File: config.mk
export PLATFORM = sky130hd
export DESIGN_NAME = if_line_fifo
export DESIGN_NICKNAME = d
export VERILOG_FILES = /design/src/rtl/if_buf_pkg.sv /design/src/rtl/if_fifo_mem.sv /design/src/rtl/if_line_fifo.sv
export SDC_FILE = /design/constraint.sdc
export NUM_CORES = 2
export LEC_CHECK = 0
export ABC_AREA = 0
export CAP_MARGIN = 20
export CORE_AREA = 8 8 438 654
export CTS_CLUSTER_DIAMETER = 40
export DETAILED_ROUTE_END_ITERATION = 10
export DIE_AREA = 0 0 446 662
export REMOVE_ABC_BUFFERS = 1
export SLEW_MARGIN = 25
export SYNTH_ARGS = -nofsm -noshare
export SYNTH_HDL_FRONTEND = slang
export SYNTH_HIERARCHICAL = 1
export SYNTH_SLANG_ARGS = --single-unit
File: constraint.sdc
create_clock -name clk -period 66.8 [get_ports clk]
set_input_delay 13.36 -clock clk [delete_from_list [all_inputs] [get_ports clk]]
set_output_delay 13.36 -clock clk [all_outputs]
set_load 0.02 [all_outputs]
File: src/rtl/if_buf_pkg.sv
// Shared types, constants and parameter checks for the input-feature line buffer.
package if_buf_pkg;

    typedef enum logic {
        IDLE     = 1'b0,
        IN_FRAME = 1'b1
    } frame_st_e;

    // Per-line side-band flags stored next to the data: {First, Last}
    localparam int FLAG_W = 2;

    function automatic bit is_pow2(input int value);
        return (value >= 2) && ((value & (value - 1)) == 0);
    endfunction

    // Legal parameter set: wide enough data, power-of-two depth, threshold inside 1..DEPTH
    function automatic bit params_ok(input int data_w, input int depth, input int afull_th);
        return (data_w >= 8) && is_pow2(depth) && (afull_th >= 1) && (afull_th <= depth);
    endfunction

endpackage

File: src/rtl/if_fifo_mem.sv
// Line storage: DEPTH entries, one synchronous write port, one asynchronous read port.
// The array carries no reset; validity is tracked by the pointers and level in the top.
module if_fifo_mem #(
    parameter int WIDTH = 514,
    parameter int DEPTH = 4
) (
    input  logic                     clk,
    input  logic                     wr_en,
    input  logic [$clog2(DEPTH)-1:0] wr_addr,
    input  logic [WIDTH-1:0]         wr_data,
    input  logic [$clog2(DEPTH)-1:0] rd_addr,
    output logic [WIDTH-1:0]         rd_data
);

    logic [WIDTH-1:0] mem [DEPTH];

    // Write the accepted line into its slot
    always_ff @(posedge clk) begin
        if (wr_en) begin
            mem[wr_addr] <= wr_data;
        end
    end

    assign rd_data = mem[rd_addr];

endmodule

File: src/rtl/if_line_fifo.sv
// Input-feature line buffer between the shared line bus and the MAC array.
// Level counts every stored line including the one presented at the head.
// The head is a registered copy of the oldest entry; it is refreshed from the
// entry that will be oldest after this edge, bypassing the bus when that entry
// is being written in the same cycle (push into an effectively empty buffer).
module if_line_fifo
    import if_buf_pkg::*;
#(
    parameter int DATA_W   = 512,
    parameter int DEPTH    = 4,
    parameter int AFULL_TH = 3
) (
    input  logic                       clk,
    input  logic                       rstn,
    input  logic                       ShareValid_i,
    input  logic [DATA_W-1:0]          ShareLine_i,
    input  logic                       ShareFirst_i,
    input  logic                       ShareLast_i,
    output logic                       ShareReady_o,
    output logic                       Valid_o,
    output logic [DATA_W-1:0]          Data_o,
    output logic                       First_o,
    output logic                       Last_o,
    input  logic                       Halt_i,
    output logic [$clog2(DEPTH+1)-1:0] Level_o,
    output logic                       AlmostFull_o,
    output logic                       FrameErr_o
);

    localparam int PTR_W   = $clog2(DEPTH);
    localparam int LVL_W   = $clog2(DEPTH + 1);
    localparam int ENTRY_W = DATA_W + FLAG_W;
    localparam logic [LVL_W-1:0] DEPTH_LVL = LVL_W'(DEPTH);
    localparam logic [LVL_W-1:0] AFULL_LVL = LVL_W'(AFULL_TH);

    if (!params_ok(DATA_W, DEPTH, AFULL_TH)) begin : g_bad_params
        $error("if_line_fifo: illegal DATA_W/DEPTH/AFULL_TH combination");
    end

    logic [PTR_W-1:0]   wr_ptr;
    logic [PTR_W-1:0]   rd_ptr;
    logic [PTR_W-1:0]   rd_ptr_nxt;
    logic [LVL_W-1:0]   level;
    logic [LVL_W-1:0]   level_nxt;
    logic [ENTRY_W-1:0] wr_entry;
    logic [ENTRY_W-1:0] rd_entry;
    logic [ENTRY_W-1:0] head_nxt;
    logic               push;
    logic               pop;
    logic               frame_viol;
    frame_st_e          frame_st;

    // Ready depends on the registered level only, never on Halt_i
    assign ShareReady_o = rstn & (level < DEPTH_LVL);
    assign push         = ShareValid_i & ShareReady_o;
    assign pop          = Valid_o & ~Halt_i;
    assign wr_entry     = {ShareFirst_i, ShareLast_i, ShareLine_i};
    assign Level_o      = level;
    assign AlmostFull_o = (level >= AFULL_LVL);

    if_fifo_mem #(
        .WIDTH (ENTRY_W),
        .DEPTH (DEPTH)
    ) u_mem (
        .clk     (clk),
        .wr_en   (push),
        .wr_addr (wr_ptr),
        .wr_data (wr_entry),
        .rd_addr (rd_ptr_nxt),
        .rd_data (rd_entry)
    );

    // Next read pointer, next level and next head contents
    always_comb begin
        rd_ptr_nxt = rd_ptr;
        level_nxt  = level;
        head_nxt   = rd_entry;
        if (pop) begin
            rd_ptr_nxt = rd_ptr + 1'b1;
        end
        case ({push, pop})
            2'b10:   level_nxt = level + 1'b1;
            2'b01:   level_nxt = level - 1'b1;
            default: level_nxt = level;
        endcase
        if (push && (wr_ptr == rd_ptr_nxt)) begin
            head_nxt = wr_entry;
        end
    end

    // Pointers, level and the registered head presented to the MAC array
    always_ff @(posedge clk) begin
        if (!rstn) begin
            wr_ptr  <= '0;
            rd_ptr  <= '0;
            level   <= '0;
            Valid_o <= 1'b0;
            Data_o  <= '0;
            First_o <= 1'b0;
            Last_o  <= 1'b0;
        end else begin
            if (push) begin
                wr_ptr <= wr_ptr + 1'b1;
            end
            rd_ptr  <= rd_ptr_nxt;
            level   <= level_nxt;
            Valid_o <= (level_nxt != '0);
            if (level_nxt != '0) begin
                {First_o, Last_o, Data_o} <= head_nxt;
            end
        end
    end

    assign frame_viol = push & (((frame_st == IDLE) & ~ShareFirst_i) |
                                ((frame_st == IN_FRAME) & ShareFirst_i));

    // Frame FSM, advanced on accepted beats; flags bad framing one cycle later
    always_ff @(posedge clk) begin
        if (!rstn) begin
            frame_st   <= IDLE;
            FrameErr_o <= 1'b0;
        end else begin
            FrameErr_o <= frame_viol;
            if (push) begin
                if (ShareFirst_i) begin
                    frame_st <= ShareLast_i ? IDLE : IN_FRAME;
                end else if (ShareLast_i) begin
                    frame_st <= IDLE;
                end
            end
        end
    end

endmodule

==> results.py <==
metrics = {
    "global_route": {
        "grt-ovfl-total": 0,
        "groute.usage.overall_pct": 16.1,
        "antenna_found_initial": 100,
        "grt_pass1_vias": 51527,
        "grt_max_degree": 131,
        "grt_pass1_wl_um": 359000,
    },
    "detailed_routing": {
        "drt-total-wl_um": 248000,
        "detail_route.wl_per_cell_um": 25.8,
        "drc": 0,
        "drtPass1Iterations": 5,
        "drt_iter0_markers": 3240,
        "viasPerCell": 5.05,
        "via_count": 48671,
        "drtAntennaViolNets": 0,
    },
    "sta": {
        "fmax_mhz": 35.5,
        "rsz0062_at_grt": "false",
        "finalHoldViolations": 0,
        "drv_slew": 0,
        "tightest_slew_ns": 1.09,
        "fin_crit_ns": 28.15,
        "fin_worst_skew_ns": 0.0562,
        "period_share_pct": 42.1,
        "finalSetupViolCount": 0,
        "timing.setup.tns_ns": 0,
        "relSlewSlack_pct": 27.6,
    },
    "floorplanning": {
        "pin_count": 1039,
        "core-area_um2": 277000,
        "num_rows": 237,
        "start_util_pct": 34.7,
        "dieArea_um2": 295000,
        "die_h_um": 662,
        "die_w_um": 446,
    },
    "synthesis": {
        "synth_ff_type": "edfxtp_1",
        "ys_types": 41,
        "synth_most_common_cell": "edfxtp_1",
        "synth_cells": 4458,
        "avgSynthCellArea_um2": 21.6,
        "async_flop_share_pct": 0,
        "synth-edff-count": 2056,
        "synth_top_area_cell": "edfxtp_1",
        "synth_top_area_share_pct": 64.2,
        "ys_top_cells_by_count": "edfxtp_1 (2056), dfxtp_1 (524), mux2i_1 (514), mux4_2 (514), o2bb2ai_1 (514)",
        "yosysSeqAreaShare_pct": 75.1,
        "yosysWarnings": 6,
        "synth.area.top_cells": "edfxtp_1 (64%), mux4_2 (12%), dfxtp_1 (11%), mux2i_1 (5.3%), o2bb2ai_1 (4.7%)",
        "synth_seq_cells": 2580,
        "syn-cell-area_um2": 96200,
    },
    "pwr": {
        "power_frac_comb_pct": 22.8,
        "peakVddDrop_uv": 48.9,
        "power_frac_clock_pct": 35.9,
        "p_seq_share_pct": 41.2,
        "powerDensity_nw_per_um2": 40.2,
        "p_switching_mw": 1.41,
        "p_leak_nw": 37.7,
        "netSwitchingFraction_pct": 29.0,
        "power_mw": 4.85,
        "internal_power_mw": 3.44,
    },
    "placed_design": {
        "gp_congestion": 0.778,
        "hpwl_um": 151000,
        "port_buffers": 1038,
    },
    "outcome": {
        "outcome": "finished clean",
    },
    "clocking": {
        "ctsLongestPathBuffers": 4,
        "clk_pin_slew_ns": 0.05,
        "cts_buffers": 316,
        "cts_resized": 0,
        "hold_buffers": 0,
        "clock_latency_ns": 0.87,
        "cts_setup_buffers": 0,
        "h-tree-depth": 5,
        "cts_num_sinks": 2580,
        "cts_tree": "done",
        "clock-root-buffer": "clkbuf_16",
    },
    "worst_hold_path": {
        "holdCritPathClass": "flip-flop to flip-flop",
    },
    "worst_setup_path": {
        "cp-start-kind": "primary input",
        "worst-path-max-fanout": 5,
        "critPathArrivalTime_ns": 14.79,
        "worst-setup-path-type": "primary input to primary output",
        "endpoint_kind": "primary output",
        "crit_required_ns": 53.44,
    },
    "cells_and_area": {
        "fin_nets": 6129,
        "final_layout_size_suffix_gt1_share_pct": 19.4,
        "area_delta_synth_final_pct": 25.4,
    },
    "flow_run": {
        "maxCapViolations": 0,
    },
}
==> flip-flops by register name (all words and copies together) (netlist names) <==
register	count
Level_o	3
Last_o	1
FrameErr_o	1
frame_st	1
rd_ptr	2
Valid_o	1
First_o	1
u_mem/mem	2056
Data_o	512
wr_ptr	2
==> cells by family (layout without fill, tap and decap cells) <==
kind of cell | Yosys count | count (layout) | synth area share (%)
DFF | 2580 | 2580 | 75.1
muxes | 1028 | 1028 | 17.4
AOI/OAI and AO/OA | 524 | 524 | 4.74
buffers and inverters | 291 | 1702 | 2.50
and+or+nand+nor | 25 | 25 | 0.173
xor gates and xnor gates | 8 | 8 | 0.0728
adders and majority gates | 2 | 2 | 0.0338
other | 0 | 57 | 0
==> final timing paths <==
check                                                   end  slack, ns  cells past startpoint                      from
worst max-delay path                           ShareReady_o      38.65                      3                      rstn
worst min-delay path               Data_o[436]$_SDFFE_PN0P_       0.46                      1  Data_o[436]$_SDFFE_PN0P_
worst max register to register  u_mem/mem[2][336]$_DFFE_PP_      60.29                     10     Level_o[2]$_SDFF_PN0_
worst min register to register     Data_o[436]$_SDFFE_PN0P_       0.46                      1  Data_o[436]$_SDFFE_PN0P_
==> metrics by stage <==
| stage | std cells | cell area (um2) | utilization (%) | hold WS (ns) | setup WS (ns) |
|---|---|---|---|---|---|
| after floorplan | 4174 | 93800 | - | 0.480 | 7.73 |
| after global placement | 8995 | 110000 | 39.6 | 0.443 | 38.61 |
| after detailed placement | 8995 | 110000 | 39.6 | 0.445 | 38.64 |
| after CTS | 9573 | 121000 | 43.5 | 0.462 | 38.63 |
| after global routing | 9616 | 121000 | 43.5 | 0.471 | 38.59 |
| final | 9630 | 121000 | 43.6 | 0.460 | 38.65 |
==> critical path, stage by stage <==
cell and delay (ns):
clkdlybuf4s50_1 0.60, and2b_1 0.20, clkdlybuf4s50_1 0.63
==> power by group through the flow <==
stage	clock, mW	combinational (mW)	sequential (mW)
after floorplan	0	1.05	2.19
after global placement	0	1.13	2.03
after detailed placement	0	1.13	2.03
after CTS	1.79	1.14	2.00
after global routing	1.85	1.18	2.01
final	1.74	1.11	2.00
==> layout make-up <==
cell class,count,area (um2)
diodes,57,143
inverters,7,27.5
well taps,3704,4630
flip-flops and latches,2580,72200
clock buffers,377,8440
fillers,24133,156000
clock inverters,201,2400
repair buffers,1117,11100
multi-input cells,1587,21600
==> layout by cell type (no fill, tap or decap), types with 8 or more instances in the layout <==
cell	count
edfxtp_1	2056
clkdlybuf4s50_1	1038
dfxtp_1	524
mux2i_1	514
o2bb2ai_1	514
mux4_2	514
clkbuf_16	321
buf_4	65
diode_2	57
inv_6	39
clkinvlp_4	37
clkbuf_1	36
bufinv_16	29
clkinv_2	28
clkinv_4	26
clkbuf_8	20
inv_8	14
clkinv_1	13
buf_12	13
clkinv_8	8
==> routing by layer <==
layer  track usage, %  wire length (um)
met1             19.6             96800
met2             27.1            125000
met4             6.89              9670
met5                0               366
met3             4.26             16800
No activity file was read; power rests on OpenSTA's default activity.
